===== src/rtl/seven_seg_scanner.sv =====
// seven_seg_scanner: 8-digit multiplexed hex display scanner with blanking, masking and zero suppression.
module seven_seg_scanner #(
  parameter int DIGIT_TICKS = 100000,
  parameter int BLANK_TICKS = 1000
) (
  input  logic        clk,
  input  logic        rst_n,
  input  logic        en,
  input  logic [31:0] value,
  input  logic [7:0]  dp,
  input  logic [7:0]  digit_en,
  input  logic        lz_en,
  output logic [7:0]  an_onehot,
  output logic [7:0]  an_n,
  output logic [6:0]  seg_n,
  output logic        dp_n,
  output logic        frame_start
);
  localparam int CW = $clog2(DIGIT_TICKS);
  logic [CW-1:0] cnt, cnt_nx;
  logic [2:0] pos, pos_nx;
  logic run, cap, tc, z, off, sup, lz_q, lz_nx;
  logic [31:0] val_q, val_nx;
  logic [7:0] dp_q, dp_nx, den_q, den_nx, zpre, oh;
  logic [3:0] nib;
  logic [6:0] seg;
  // Outputs are registered from the next state, so they describe the slot the edge enters.
  always_comb begin
    tc = cnt == CW'(DIGIT_TICKS - 1);
    cap = en && (!run || (tc && pos == 3'd7));
    cnt_nx = !en ? cnt : (tc || cap) ? '0 : cnt + CW'(1);
    pos_nx = !en ? pos : cap ? 3'd0 : tc ? pos + 3'd1 : pos;
    val_nx = cap ? value : val_q;
    dp_nx = cap ? dp : dp_q;
    den_nx = cap ? digit_en : den_q;
    lz_nx = cap ? lz_en : lz_q;
    nib = 4'(val_nx >> {~pos_nx, 2'b00});
    oh = 8'h80 >> pos_nx;
    z = 1'b1;
    zpre = '0;
    for (int i = 0; i < 8; i++) begin
      z = z && (val_nx[31-4*i -: 4] == 4'd0);
      zpre[i] = z;
    end
    off = !en || cnt_nx < CW'(BLANK_TICKS) || !den_nx[~pos_nx];
    sup = lz_nx && pos_nx != 3'd7 && zpre[pos_nx];
  end
  always_comb begin
    seg = 7'h7F;
    case (nib)
      4'h0: seg = 7'h40;
      4'h1: seg = 7'h79;
      4'h2: seg = 7'h24;
      4'h3: seg = 7'h30;
      4'h4: seg = 7'h19;
      4'h5: seg = 7'h12;
      4'h6: seg = 7'h02;
      4'h7: seg = 7'h78;
      4'h8: seg = 7'h00;
      4'h9: seg = 7'h10;
      4'hA: seg = 7'h08;
      4'hB: seg = 7'h03;
      4'hC: seg = 7'h46;
      4'hD: seg = 7'h21;
      4'hE: seg = 7'h06;
      4'hF: seg = 7'h0E;
    endcase
  end
  // A suppressed digit keeps its anode on only when its decimal point must show.
  always_ff @(posedge clk or negedge rst_n) begin
    if (!rst_n) begin
      cnt <= '0;
      pos <= '0;
      run <= 1'b0;
      val_q <= '0;
      dp_q <= '0;
      den_q <= '0;
      lz_q <= 1'b0;
      an_onehot <= 8'h80;
      an_n <= 8'hFF;
      seg_n <= 7'h7F;
      dp_n <= 1'b1;
      frame_start <= 1'b0;
    end else begin
      cnt <= cnt_nx;
      pos <= pos_nx;
      run <= run | en;
      val_q <= val_nx;
      dp_q <= dp_nx;
      den_q <= den_nx;
      lz_q <= lz_nx;
      an_onehot <= oh;
      an_n <= (off || (sup && !dp_nx[~pos_nx])) ? 8'hFF : ~oh;
      seg_n <= (off || sup) ? 7'h7F : seg;
      dp_n <= off || !dp_nx[~pos_nx];
      frame_start <= cap;
    end
  end
endmodule


===== config.mk =====
export PLATFORM = sky130hd
export DESIGN_NAME = seven_seg_scanner
export DESIGN_NICKNAME = d
export VERILOG_FILES = /design/src/rtl/seven_seg_scanner.sv
export SDC_FILE = /design/constraint.sdc
export NUM_CORES = 1
export LEC_CHECK = 0
export CAP_MARGIN = 20
export CORE_MARGIN = 2
export CORE_UTILIZATION = 55
export DETAILED_ROUTE_END_ITERATION = 10
export GPL_TIMING_DRIVEN = 0
export PLACE_DENSITY = 0.92
export SYNTH_ARGS = -nofsm -noshare
export SYNTH_HDL_FRONTEND = slang
export SYNTH_SLANG_ARGS = --single-unit

===== constraint.sdc =====
create_clock -name clk -period 6.1 [get_ports clk]
set_input_delay 1.22 -clock clk [delete_from_list [all_inputs] [get_ports clk]]
set_output_delay 1.22 -clock clk [all_outputs]
set_load 0.1 [all_outputs]

# == Yosys cells after proc, flatten, opt, wreduce, memory -nomap -nowiden ==
# Memory sizes are Yosys's and may differ from the RTL's.
# Cells that the tools add are included.
# word_totals
elab_cells,74
input_bits,52
memories,1
rom_bits,112
output_inout_bits,25
ff_bits,95
# mem_list
name,depth,width,rd,rd_ports_with_merged_regs,write_ports,line_no,rtl
(no name shown),16,7,1,0,0,50,case (nib)
# classes
n_reduce_logical,31
shift,2
n_eq_ne,3
n_bitwise,3
add_sub_neg,2
n_lt_le_gt_ge,3
mux,17
# op_table
op,count
two-way mux 17 bit,2
logical NOT 4 bit,8
two-way mux 32 bit,1
right shift 32 x 5 -> 4 bit,1
two-way mux 8 bit,3
adder 17 x 1 -> 17 bit (second input constant),1
== test 17 bit (second input constant),1
less-than comparator 17 x 10 -> 1 bit (second input constant),1
logical AND 1 bit,12
binary-select mux 1 bit (select 3 bit),3
two-way mux 3 bit,3
less-than comparator 3 x 4 -> 1 bit (second input constant),2
inverter 8 bit,1
right shift 8 x 3 -> 8 bit (first input constant),1
logical OR 1 bit,7
two-way mux 7 bit,1
logical NOT 1 bit,4
two-way mux 1 bit,4
adder 3 x 1 -> 3 bit (second input constant),1
== test 3 bit (second input constant),1
inequality test 3 bit (second input constant),1
inverter 3 bit,1
bitwise OR 1 bit,1

# == Depth between registers and ports, before layout ==
# depth
word_depth,19
ltp_mapped,18
mapped_depth_nobuf,16

# == Least setup slack after synthesis ==
# Ideal clock, no wire load.
# synth_path
path_kind,input port to flip-flop
from,input en
to,register seg_n[3]
t_arrival_ns,3.625
slack_ns,2.380
required_time_ns,6.005
path_stages,14
n_path_buf,2
path_cell_list,buf_2 > inv_1 > nor2_1 > a21oi_4 > buf_4 > mux2_2 > a21o_1 > o211ai_1 > o2111a_1 > inv_2 > ha_1 > and2_1 > a211oi_1 > o21ai_1
# synth_between
word_cells_on_any_way,41
# synth_rtl
item,line_no,rtl
start: declaration,8,"input logic en,"
logical AND 1 bit *,30,cap = en && (!run || (tc && pos == 3'd7));
two-way mux 32 bit *,33,val_nx = cap ? value : val_q;
named net val_nx[21],23,"logic [31:0] val_q, val_nx;"
logical NOT 4 bit,42,z = z && (val_nx[31-4*i -: 4] == 4'd0);
logical AND 1 bit (6 in a row),42,
binary-select mux 1 bit (select 3 bit),46,sup = lz_nx && pos_nx != 3'd7 && zpre[pos_nx];
two-way mux 1 bit (implied by the code),46,
logical AND 1 bit,46,
logical OR 1 bit,94,seg_n <= (off || sup) ? 7'h7F : seg;
two-way mux 7 bit *,94,
end signal: assignment,94,
end: declaration,15,"output logic [6:0] seg_n,"
# Mark *: on every way through the listed nets, which the timed path passes. The rest lies on a longest branch. The select of a mux whose other input is x is not followed.

# == Worst setup path after layout ==
# layout_path
from,input en
to,register seg_n[0]
# The elaborated chain is that of the path after synthesis.

==> metrics <==
CTS tree yes; commonest register cell after synthesis dfrtp_1; DR iter-0 viols roughly 380; final hold violation count 0; die area ~10,000 um^2; final setup violation count 0; Ant. Diodes 0; Unique masters post-synth 73; HPWL after DPL a little over 10 mm; core area a little over 9000 um^2; Clock Power Share 28.2%; hold path depth 2; commonest cells after routing, fill and taps aside nand2_1, dfrtp_1, clkdlybuf4s50_1, nor2_1, nand3_1; commonest non-fill, non-tap cell in the layout nand2_1; drt via density 5.95; row count 35; Setup crit start kind input pin; depth of the worst register-to-register path 18; total wire length around 14 mm; worst-margin pin slew approximately 0.98 ns; fraction of final layout cells sized beyond drive strength 1 around 15%; Remaining DRCs 0; post_cts resized 0; pwr dens between 200 and 250 nW/um^2; Critical Path, Cell by Cell clkdlybuf4s50_1, buf_2, inv_1, nor2_1, a21oi_4, buf_4, mux2_2, a21o_1, o211ai_1, o2111a_1, inv_2, ha_1, nand2b_1, o22ai_1, o21ai_1; arrival time worst endpoint approximately 4.8 ns; final slew viol count 0; worst hold path type flip-flop to flip-flop; post-synthesis sequential area ratio between 40% and 50%; Post-DRT Antenna Nets 0; CTS Hold Bufs 0; post-synthesis cell area between 5000 and 6000 um^2; critical path's largest stage delay between 0.4 and 0.5 ns; top post-synthesis cells by area dfrtp_1, nand2_1, dfstp_2; Synth area leader dfrtp_1; leak pwr 2.87 nW; Total Power 1.41 mW; Fmax ~220 MHz; Seq pwr share around half; max-cap violations 0; initial antenna violation count 0; number of synthesized flops with an enable pin 0; vias after detailed routing approximately 4,700; synthesized flop and latch total between 90 and 100; syn_nets roughly 630; CTS Buffer Depth 2; clk sinks 95; worst-skew pair later-pin latency 0.36 ns; setup bufs post-CTS 0; slowest CP cell clkdlybuf4s50_1; Routed wire per std cell approximately 17 um; net switching share of the total power 31.5%; Synth Warn # 0; outcome finished, final reports clean; fin crit period 4.51 ns; Root Driver clkbuf_8; critical path's top delay family buffers and inverters; Bufs and invs on worst path 5; skew final 0.0164 ns; CP Capture Type flip-flop; synth-to-layout area growth 21.6%; switching power total 443 uW; Starting Density around 57%; Slew HR approximately 35%; RSZ-0062 raised after global routing no; critical path depth 15; first-pass GRT wire length ~22 mm; grt total ovfl 0; CTS Buf Count 9; critical path class input pin to flip-flop; combinational share of power between 20% and 30%; gr usage total between 20% and 30%; Max IR drop VDD 0.000115 V; Worst-path clk slew 0.10 ns; vias in the first global route 4,424; Crit Path Max Fanout 10; Syn Inst Count 564; DR pass1 iterations 6; Final GP Congestion roughly 0.96; io pins 77; number of I/O port buffers between 70 and 80; Chip Width 102 um; largest net degree at the start of global routing 58; H-Tree Depth 3; Internal approximately 960 uW; asr flop ratio synth 100%; TNS Setup 0 ns; Syn Area/Cell approximately 9.3 um^2; CP required 6.38 ns; share of the synthesized area in the top cell type 37.3%; final worst-path cycle share roughly three quarters; fin nets between 700 and 800; Die Span Y slightly above 100 um
==> metal layers <==
layer,global-route usage [%],vias to the layer above,share of wire [%]
li1,-,2161,-
met1,38.4,2252,45
met2,43.1,228,46
met3,4.00,37,7.1
met4,10.3,0,2.5
met5,0,-,0
==> registers in the layout (all words and copies together), names as in the netlist <==
name / count
val_q: 32
cnt: 17
an_n: 8
an_onehot: 8
den_q: 8
dp_q: 8
seg_n: 7
pos: 3
dp_n: 1
frame_start: 1
lz_q: 1
run: 1
==> path summary, 6_finish.rpt <==
kind,from,end,slack (ns)
worst min-delay path,dp_q[2]$_DFF_PN0_,dp_q[2]$_DFF_PN0_,0.48
worst max register to register,cnt[0]$_DFFE_PN0P_,seg_n[0]$_DFF_PN1_,2.33
worst min register to register,dp_q[2]$_DFF_PN0_,dp_q[2]$_DFF_PN0_,0.48
worst max-delay path,en,seg_n[0]$_DFF_PN1_,1.59
min in group asynchronous,rst_n,cnt[16]$_DFF_PN0_,0.82
max in group asynchronous,rst_n,seg_n[1]$_DFF_PN1_,4.59
==> per-stage QoR <==
| step | cell area (um^2) | std cells | hold slack (ns) | worst slack [ns] | util (%) |
|---|---|---|---|---|---|
| finish | 6370 | 786 | 0.481 | 1.59 | 68.9 |
| global route | 6370 | 786 | 0.503 | 1.43 | 68.9 |
| CTS | 6370 | 786 | 0.484 | 1.67 | 68.9 |
| detailed placement | 6180 | 770 | 0.461 | 1.30 | 66.9 |
| global placement | 6160 | 769 | 0.447 | 0.484 | 66.6 |
| floorplan | 5240 | 564 | 0.430 | 2.38 | - |
==> cell usage after synthesis (7+ instances only) <==
cell type / count
a211oi_1: 8
a21oi_1: 17
and2_1: 9
and3_1: 8
buf_2: 20
clkbuf_1: 8
dfrtp_1: 78
dfstp_2: 17
ha_1: 9
inv_1: 14
mux2_2: 8
mux2i_1: 19
nand2_1: 130
nand2_2: 7
nand3_1: 28
nand4_1: 8
nor2_1: 28
nor4_1: 12
o21ai_0: 15
xnor2_1: 7
==> cell families after synthesis <==
family / count (synthesis) / share of synthesized area, %
DFF: 95 / 45.8
adders and majority gates: 9 / 2.15
xor gates and xnor gates: 12 / 2.01
muxes: 28 / 5.64
AOI/OAI and AO/OA: 94 / 13.5
buffers and inverters: 56 / 5.11
and+or+nand+nor: 270 / 25.7
==> final cells by class <==
type	instances	area [um^2]
Multi-Input combinational cell	413	2570
Inverter	20	77.6
Fill cell	710	2870
Clock inverter	7	60.1
Tap cell	129	161
Timing Repair Buffer	77	786
Clock buffer	9	124
Buffer	36	190
Sequential cell	95	2400
==> power by group through the flow <==
| stage | Combinational (mW) | Sequential (mW) | Clock, mW |
|---|---|---|---|
| 3_5_place_dp | 0.278 | 0.737 | 0 |
| 4_1_cts | 0.279 | 0.726 | 0.405 |
| 2_1_floorplan | 0.174 | 0.732 | 0 |
| 3_3_place_gp | 0.264 | 0.734 | 0 |
| 5_1_grt | 0.309 | 0.734 | 0.426 |
| 6_report | 0.283 | 0.727 | 0.396 |
==> worst register-to-register path, delay by kind of cell (launching register included) <==
family	cells	cell delay, ns
DFF	1	0.49
buffers and inverters	6	0.98
and+or+nand+nor	5	0.77
adders and majority gates	2	0.41
muxes	1	0.37
AOI/OAI and AO/OA	4	0.69
Power figures use the tool's default switching activity.
